**config.mk**
```make
export PLATFORM = sky130hd
export DESIGN_NAME = display_scan
export DESIGN_NICKNAME = d
export VERILOG_FILES = /design/src/rtl/display_scan.sv
export SDC_FILE = /design/constraint.sdc
export NUM_CORES = 1
export LEC_CHECK = 0
export BUFFER_PORTS_ARGS = -buffer_cell sky130_fd_sc_hd__buf_2
export CAP_MARGIN = 20
export CORE_ASPECT_RATIO = 1.25
export CORE_MARGIN = 1.5
export CORE_UTILIZATION = 55
export DETAILED_ROUTE_END_ITERATION = 16
export GPL_TIMING_DRIVEN = 0
export PLACE_DENSITY = 0.77
export SLEW_MARGIN = 20
export SYNTH_ARGS = -nofsm -noshare
export SYNTH_HDL_FRONTEND = slang
export SYNTH_SLANG_ARGS = --single-unit
```
**constraint.sdc**
```tcl
create_clock -name clk -period 6.9 [get_ports clk]
set_input_delay 1.38 -clock clk [delete_from_list [all_inputs] [get_ports clk]]
set_output_delay 1.38 -clock clk [all_outputs]
set_load 0.02 [all_outputs]
```
**src/rtl/display_scan.sv**
```systemverilog
// Time-multiplexed driver for a 4-digit common-anode 7-segment display with anti-ghosting gaps.
// Optional leading-zero blanking is enabled by defining DISPLAY_SCAN_LZ_BLANK_EN.
module display_scan #(
  parameter int REFRESH_DIV  = 50000,
  parameter int BLANK_CYCLES = 500
) (
  input  logic        clk,
  input  logic        rst_n,
  input  logic        en,
  input  logic [15:0] value,
  input  logic [3:0]  dp_mask,
  output logic [3:0]  digit,
  output logic [3:0]  an,
  output logic        dp
);

  localparam int CW = (REFRESH_DIV > 1) ? $clog2(REFRESH_DIV) : 1;
  localparam logic [CW-1:0] SHOW_LAST = CW'(REFRESH_DIV - BLANK_CYCLES - 1);
  localparam logic [CW-1:0] SLOT_LAST = CW'(REFRESH_DIV - 1);

  localparam logic [1:0] DARK = 2'd0;
  localparam logic [1:0] SHOW = 2'd1;
  localparam logic [1:0] GAP  = 2'd2;

  logic [1:0]    state_reg, state_next;
  logic [CW-1:0] cnt_reg, cnt_next;
  logic [1:0]    idx_reg, idx_next;
  logic [15:0]   snap_reg, snap_next;

  logic [3:0]    sel_next;
  logic [3:0]    lit_mask;
  logic          show_next;
  logic [3:0]    an_next;
  logic [3:0]    digit_next;
  logic          dp_next;

  always_comb begin
    state_next = state_reg;
    cnt_next   = cnt_reg;
    idx_next   = idx_reg;
    snap_next  = snap_reg;
    case (state_reg)
      DARK: begin
        cnt_next = '0;
        if (en) begin
          state_next = SHOW;
          idx_next   = 2'd0;
          snap_next  = value;
        end
      end
      SHOW: begin
        if (!en) begin
          state_next = DARK;
          cnt_next   = '0;
        end else begin
          cnt_next = cnt_reg + CW'(1);
          if (cnt_reg == SHOW_LAST) state_next = GAP;
        end
      end
      GAP: begin
        if (!en) begin
          state_next = DARK;
          cnt_next   = '0;
        end else if (cnt_reg == SLOT_LAST) begin
          state_next = SHOW;
          cnt_next   = '0;
          idx_next   = idx_reg + 2'd1;
          // A new frame starts only when the scan wraps back to digit 0.
          if (idx_reg == 2'd3) snap_next = value;
        end else begin
          cnt_next = cnt_reg + CW'(1);
        end
      end
      default: begin
        state_next = DARK;
        cnt_next   = '0;
      end
    endcase
  end

  genvar gi;
  generate
    for (gi = 0; gi < 4; gi++) begin : g_digit
      assign sel_next[gi] = (idx_next == 2'(gi));
`ifdef DISPLAY_SCAN_LZ_BLANK_EN
      if (gi == 0) begin : g_always
        assign lit_mask[gi] = 1'b1;
      end else begin : g_lz
        // Lit only if this nibble or any higher one is non-zero.
        assign lit_mask[gi] = |snap_next[15:4*gi];
      end
`else
      assign lit_mask[gi] = 1'b1;
`endif
    end
  endgenerate

  // Outputs are computed from next-state values so they switch on the transition edge.
  assign show_next  = (state_next == SHOW);
  assign an_next    = show_next ? ~(sel_next & lit_mask) : 4'b1111;
  assign dp_next    = (show_next && lit_mask[idx_next]) ? ~dp_mask[idx_next] : 1'b1;
  assign digit_next = show_next ? snap_next[4*idx_next +: 4] : digit;

  always_ff @(posedge clk or negedge rst_n) begin
    if (!rst_n) begin
      state_reg <= DARK;
      cnt_reg   <= '0;
      idx_reg   <= 2'd0;
      snap_reg  <= 16'h0000;
      digit     <= 4'h0;
      an        <= 4'b1111;
      dp        <= 1'b1;
    end else begin
      state_reg <= state_next;
      cnt_reg   <= cnt_next;
      idx_reg   <= idx_next;
      snap_reg  <= snap_next;
      digit     <= digit_next;
      an        <= an_next;
      dp        <= dp_next;
    end
  end

endmodule

```
After elaboration in Yosys (flattened, before gate mapping)
Index checks and enable logic that the tools add are counted.

Flip-flop bits (word level): 45. Input bits: 23. Logic and storage cells: 50. Output and inout port bits: 9.

Add/sub/neg operators: 2. Equal/unequal tests: 9. Mux-type cells: 25. Shift-type cells: 1. Bitwise gates (word level): 2. $lt $le $gt $ge: 1. Reductions and logical operators: 3.

Operators with widths (number): $mux 16 (7); $pmux 16 s2 (2); $eq 16x16->1 const B (2); $add 16x1->16 const B (1); $mux 2 (8); $shiftx 16x5->4 (1); $eq 2x2->1 const B (4); $eq 2x1->1 const B (3); $pmux 2 s3 (1); $bmux 1 s2 (2); $logic_not 2->1 (2); $mux 4 (1); $not 4->4 (1); $pmux 2 s2 (1); $lt 2x3->1 const B (1); $mux 1 (3); $add 2x1->2 const B (1); $logic_and 1x1->1 (1); $not 1->1 (1).

Depth between registers and ports, before layout
Gate-level depths: netlist of run 1.

Depth after elaboration: 8. Gate-level depth with buffers: 10. Mapped depth without buffers: 9.

Worst setup path before layout of run 1
Ideal clock, no wire load.

Kind: input to register. Start point: in en. End point: reg digit[1]. Stages: 7. Arrival time: 2.542 ns. Library setup time: 0.087 ns. Path slack: 4.272 ns. Cells stage by stage: and3b_1 a41oi_1 clkbuf_1 nor2_1 nor3_1 o211ai_1 o211ai_1.

Cells in the longest elaborated chain, start to end: 3. Elaborated cells between the ends (all ways): 12. Classes of those cells: eq/ne: 1; shift: 1; mux: 10.

RTL lines: start: declaration (line 9) `input logic en,`; $mux 16, or another cell as far along (line 61) `if (!en) begin`; $pmux 16 s2, or another cell as far along (line 42) `case (state_reg)`; $shiftx 16x5->4 or $eq 2x1->1 (tied branches) (line 102, 99); end signal: assignment (line 118) `digit <= digit_next;`; end: declaration (line 12) `output logic [3:0] digit,`.

Parallel ways exist; a longest one is shown, timed or not. A chain may end at the register's enable or synchronous reset.

Final worst setup path of run 1
Start point: in en. End point: reg cnt_reg[6].

Cells in the longest elaborated chain, start to end: 2. Elaborated cells between the ends (all ways): 3. Classes of those cells: mux: 3.

RTL lines: $mux 16 (on tied branches) (line 61, 52); $pmux 16 s2 * (line 42); net cnt_next[6] (line 26) `logic [CW-1:0] cnt_reg, cnt_next;`; end signal: assignment (line 115) `cnt_reg <= cnt_next;`; end: declaration (line 26).

Mark *: on every way through the listed nets, which the timed path passes. The rest lies on a longest branch.

==> flow_metrics.tcl, run 1 <==
set metrics [dict create \
    p_int_mw 0.4925 \
    clkLatencyLatePin_ns 0.29 \
    cts_setup_buffers 0 \
    numCtsBuffers 5 \
    synth_edf_count 0 \
    drv_cap 0 \
    instances_no_fill 324 \
    power.clock.fraction_pct 20.8 \
    finalPower_mw 0.7472 \
    start_util_pct 56.83 \
    grt_max_degree 46 \
    setup-tns-final_ns 0 \
    nFillCells 346 \
    ctsResizeCount 0 \
    ys_top_cells_by_area "dfrtp_1 (43%), nor2_1 (6.5%), dfstp_2 (5.7%)" \
    dieArea_um2 4602 \
    crit_slowest_cell "clkbuf_1" \
    path_clk_slew_ns 0.08 \
    syn_nets 258 \
    finalCritPeriodShare_pct 41.32 \
    vias 1879 \
    drtIter0Drc 89 \
    num_antenna_cells 0 \
    hold_violations 0 \
    netlist_area_um2 2311 \
    synth_flop_cell "dfrtp_1" \
    coreArea_um2 4066 \
    yosysWarningCount 0 \
    port_buffers 31 \
    place.gp.congestion 0.8867 \
    grt_pass1_wl_mm 7.755 \
    wl_mm 4.779 \
    die_h_um 75.47 \
    synthTopCellsByCount "dfrtp_1 (40), nor2_1 (40), a31oi_1 (11)" \
    max_slew.worst_pin.slew_ns 1.184 \
    drt.antenna.violating_nets 0 \
    cts.htree.levels 2 \
    place_inst 316 \
    grt_overflow 0 \
    p_seq_share_pct 47.2 \
    io_pins 32 \
    clockRootBuffer "clkbuf_8" \
    cp_slowest_stage_delay_ns 0.44 \
    rsz0062_at_grt "false" \
    p_sw_share_pct 34.09 \
    ys_types 44 \
    final.min_clock_period_ns 2.851 \
    cts_max_path_buffers 2 \
    fmax_ghz 0.3507 \
    placedInstanceArea_um2 2536 \
    switchingPower_mw 0.2547 \
    drt-wirelength-per-cell_um 14.75 \
    route.detailed.drc 0 \
    leakagePower_nw 1.158 \
    synthCells 229 \
    critPathMaxFanout 10 \
    cts_tree "yes" \
    end_kind "register" \
    fin_nets 296 \
    start_kind "input port" \
    ys_async_sr_fraction_pct 100.0 \
    place_ws_ns 3.662 \
    fin_skew_ns 0.008695 \
    design_area_um2 2619 \
    cp.required_ns 7.12 \
    powerDensity_nw_per_um2 285.3 \
    dp_hpwl_mm 3.367 \
    grt_pass1_vias 1764 \
    slew_violations 0 \
    layout-drive-gt1-share_pct 23.88 \
    firstDrtPassIters 4 \
    avgViaCountPerCell 5.799 \
    antenna_found_initial 0 \
    utilization_pct 64.40 \
    die_w_um 60.98 \
    power_frac_comb_pct 32.0 \
    synth_top_area_share_pct 43.31 \
    ys_seq_area_share_pct 49.00 \
    ir_drop_v 0.0001342 \
    grt_usage_pct 22.67 \
    status "finished, final reports clean" \
    slew_headroom_pct 19.84 \
    setup_slack_ns 4.049 \
    yosysTopAreaCell "dfrtp_1" \
    ctsHoldBuffers 0 \
    setup_viol 0 \
    hold_slack_ns 0.4691 \
    cts_sinks 45 \
    num_rows 26 \
    area_growth_pct 13.32 \
    ys_seq_elements 45 \
    avgSynthCellArea_um2 10.09 \
    hp-class "register to register" \
    critPathArrivalTime_ns 3.07 \
    cp_cell_sequence "buf_2 > clkbuf_1 > clkbuf_1 > nand3_1 > buf_2 > nor2_1" \
    path_class "input port to register" \
]
[cell families (layout without fill, tap and decap cells)]
| group | Yosys count | in the layout | share of synthesized area (%) |
|---|---|---|---|
| AO/OA/AOI/OAI | 49 | 49 | 16.46 |
| XOR/XNOR | 14 | 14 | 5.306 |
| adder cells (fa/ha/maj) | 6 | 6 | 3.248 |
| buffers and inverters | 15 | 54 | 2.707 |
| flip-flops | 45 | 45 | 49.00 |
| multiplexers | 2 | 2 | 1.408 |
| AND/OR/NAND/NOR | 98 | 98 | 21.87 |
[cell usage in the layout, fill, tap and decap left out, types with 2 or more instances in the layout]
cell type / netlist / routed
nor2_1: 40 / 40
dfrtp_1: 40 / 40
buf_2: 5 / 35
a31oi_1: 11 / 11
nand2_1: 10 / 10
nor3_1: 10 / 10
nand3_1: 9 / 9
and3_1: 9 / 9
o211ai_1: 8 / 8
clkbuf_1: 4 / 7
xnor2_1: 7 / 7
xor2_1: 7 / 7
o22a_1: 6 / 6
o21ai_0: 6 / 6
ha_1: 6 / 6
inv_1: 5 / 5
nand4_1: 5 / 5
dfstp_2: 5 / 5
clkbuf_8: 0 / 5
a21oi_1: 4 / 4
o221a_2: 4 / 4
nand2b_1: 3 / 3
or4_4: 2 / 2
o221a_1: 2 / 2
[power by group through the flow]
stage          Sequential (mW)  Clock (mW)  Combinational [mW]
6_report                 0.352       0.156               0.239
5_1_grt                  0.359       0.171               0.268
4_1_cts                  0.352       0.159               0.240
3_5_place_dp             0.358           0               0.240
3_3_place_gp             0.355           0               0.236
2_1_floorplan            0.374           0               0.154
[cell type report]
type	instances	area (um2)	share of cell area, %
tap	56	70.07	2.676
multi-input combinational	169	1116	42.62
sequential	45	1132	43.24
inverter	6	22.52	0.8600
buffer	9	40.04	1.529
clock buffer	8	80.08	3.058
timing repair buffer	31	157.7	6.020
[critical path, delay by kind of cell]
family	cells	cell delay [ns]
buf+inv	4	1.19
simple gates	2	0.49
[path summary, 6_finish.rpt]
kind	start	to	slack [ns]	depth (start not counted)
min in group asynchronous	rst_n	idx_reg[1]	1.07	1
hold / removal	cnt_reg[0]	cnt_reg[0]	0.47	1
setup / recovery	en	cnt_reg[6]	4.05	6
hold reg to reg	cnt_reg[0]	cnt_reg[0]	0.47	1
setup reg to reg	cnt_reg[11]	dp	4.09	7
max in group asynchronous	rst_n	snap_reg[15]	5.43	1
[layer usage]
layer  vias up  global-route usage (%)  share of wire, %
met2        52                   39.07                50
li1        917                       -                 -
met3        12                   5.603               4.5
met1       898                   27.20                44
met4         0                   8.454               2.0
met5         -                       0                 0
(Power assumes the default switching activity.)
==> inputs of run 2 (changes only) <==
--- a/config.mk
+++ b/config.mk
@@ -9,10 +9,10 @@
 export CAP_MARGIN = 20
 export CORE_ASPECT_RATIO = 1.25
 export CORE_MARGIN = 1.5
-export CORE_UTILIZATION = 55
+export CORE_UTILIZATION = 51
 export DETAILED_ROUTE_END_ITERATION = 16
 export GPL_TIMING_DRIVEN = 0
-export PLACE_DENSITY = 0.77
+export PLACE_DENSITY = 0.75
 export SLEW_MARGIN = 20
 export SYNTH_ARGS = -nofsm -noshare
 export SYNTH_HDL_FRONTEND = slang
==> constraint.sdc (replaced) <==
create_clock -name clk -period 2.6 [get_ports clk]
set_input_delay 0.52 -clock clk [delete_from_list [all_inputs] [get_ports clk]]
set_output_delay 0.52 -clock clk [all_outputs]
set_load 0.02 [all_outputs]
==> run 2 against run 1 <==
Total power grew to 2.9 times the previous value. Non-clock buffer count grew 14. Hold slack lost 0.38 ns. Final cell count grew 4.9%. Sequential power grew to 2.7 times the previous value. Global-route usage shrank 0.48 points. Count of clock-buffer cells in the layout shrank 1. Sequential share of layout area shrank 3.8 points. Die area grew 7.5%. Via count grew 3.2%. Largest cell class is now multi-input gates. Largest power group unchanged.
==> flow_metrics.tcl, run 2 (synthesized netlist as in run 1, its figures left out) <==
set metrics [dict create \
    antenna_found_initial 0 \
    start_kind "register" \
    hp-class "input port to async pin" \
    slew_violations 0 \
    finalPower_mw 2.167 \
    cts_sinks 45 \
    grt_pass1_wl_mm 8.666 \
    slew_headroom_pct 63.08 \
    start_util_pct 52.62 \
    vias 1940 \
    place.gp.congestion 0.8752 \
    hold_violations 0 \
    avgViaCountPerCell 5.706 \
    cts_max_path_buffers 2 \
    drtIter0Drc 67 \
    setup_viol 0 \
    clockRootBuffer "clkbuf_8" \
    dieArea_um2 4947 \
    numCtsBuffers 5 \
    final.min_clock_period_ns 2.590 \
    layout-drive-gt1-share_pct 31.91 \
    drt-wirelength-per-cell_um 15.23 \
    num_antenna_cells 0 \
    leakagePower_nw 1.272 \
    end_kind "register" \
    placedInstanceArea_um2 2546 \
    rsz0062_at_grt "true" \
    path_class "register to register" \
    grt_pass1_vias 1900 \
    route.detailed.drc 0 \
    io_pins 32 \
    clkLatencyLatePin_ns 0.30 \
    status "finished, final reports clean" \
    dp_hpwl_mm 3.440 \
    drt.antenna.violating_nets 0 \
    fmax_ghz 0.3861 \
    drv_cap 0 \
    critPathMaxFanout 10 \
    cts_tree "yes" \
    grt_usage_pct 22.19 \
    fin_nets 310 \
    num_rows 27 \
    grt_overflow 0 \
    finalCritPeriodShare_pct 99.61 \
    fin_skew_ns 0.008988 \
    coreArea_um2 4392 \
    powerDensity_nw_per_um2 755.5 \
    max_slew.worst_pin.slew_ns 0.5525 \
    wl_mm 5.177 \
    layout_common_cells "nor2_1 (40), dfrtp_1 (40), buf_2 (33)" \
    port_buffers 31 \
    path_clk_slew_ns 0.09 \
    die_w_um 63.21 \
    die_h_um 78.26 \
    critPathArrivalTime_ns 2.84 \
    cts.htree.levels 2 \
    firstDrtPassIters 4 \
    area_growth_pct 24.09 \
    grt_max_degree 46 \
    design_area_um2 2868 \
    cp.required_ns 2.85 \
    ir_drop_v 0.0003965 \
]
## run 2: cell types whose count changed in the layout (fill, tap and decap cells not counted), sizes merged
cell	change
buf	+15
clkinv	+1
clkbuf	-2
## run 2: path summary, 6_finish.rpt
| path | from | endpoint | cells after the start | slack, ns |
|---|---|---|---|---|
| max in group asynchronous | rst_n | an[2] | 2 | 1.96 |
| max reg2reg | cnt_reg[10] | dp | 7 | 0.01 |
| min | rst_n | snap_reg[7] | 1 | 0.08 |
| min in group clk | value[11] | snap_reg[11] | 2 | 0.45 |
| max | cnt_reg[10] | dp | 7 | 0.01 |
| min reg2reg | cnt_reg[0] | cnt_reg[0] | 1 | 0.46 |
## run 2: layout make-up
type	count	area, um2
Fill cell	364	1524
Multi-Input combinational cell	169	1196
Sequential cell	45	1132
Timing Repair Buffer	45	280.3
Clock buffer	7	96.34
Tap cell	58	72.57
Buffer	9	62.56
Inverter	6	22.52
Clock inverter	1	5.005
## run 2: what timing repair did
item,4_1_cts,5_1_grt
pin swaps,5,14
endpoints found under the setup margin,5,17
hold buffers,0,0
hold endpoints to repair,0,0
gates resized for setup,4,27
setup buffers,6,6
gates cloned,0,1
## run 2: per-stage QoR
stage	util [%]	instances	setup slack [ns]	hold WS, ns	setup TNS (ns)
2_1_floorplan	-	229	0.01840	0.2244	0
3_3_place_gp	57.81	318	-0.1697	0.4426	-0.6880
3_5_place_dp	57.98	318	-0.2221	0.4481	-0.9656
4_1_cts	61.71	332	0.003005	0.4005	0
5_1_grt	65.30	340	-0.1172	0.09360	-0.5133
6_report	65.30	340	0.01026	0.08450	0
## run 2: routing by layer
layer	routed length (um)	GRT usage [%]
met1	2164	26.94
met4	73	9.565
met2	2779	38.51
met3	160	4.155
met5	0	0
## run 2: critical path: stages (launching register included)
cell	delay, ns
dfrtp_1	0.41
or4_4	0.57
nor4_4	0.44
mux2i_1	0.29
a22o_2	0.25
buf_4	0.20
mux4_2	0.30
nand2_1	0.08
## run 2: power breakdown
| group | internal [mW] | leakage, nW | switching, mW |
|---|---|---|---|
| logic | 0.315 | 0.646 | 0.437 |
| registers | 0.871 | 0.571 | 0.0717 |
| clock network | 0.240 | 0.0542 | 0.231 |
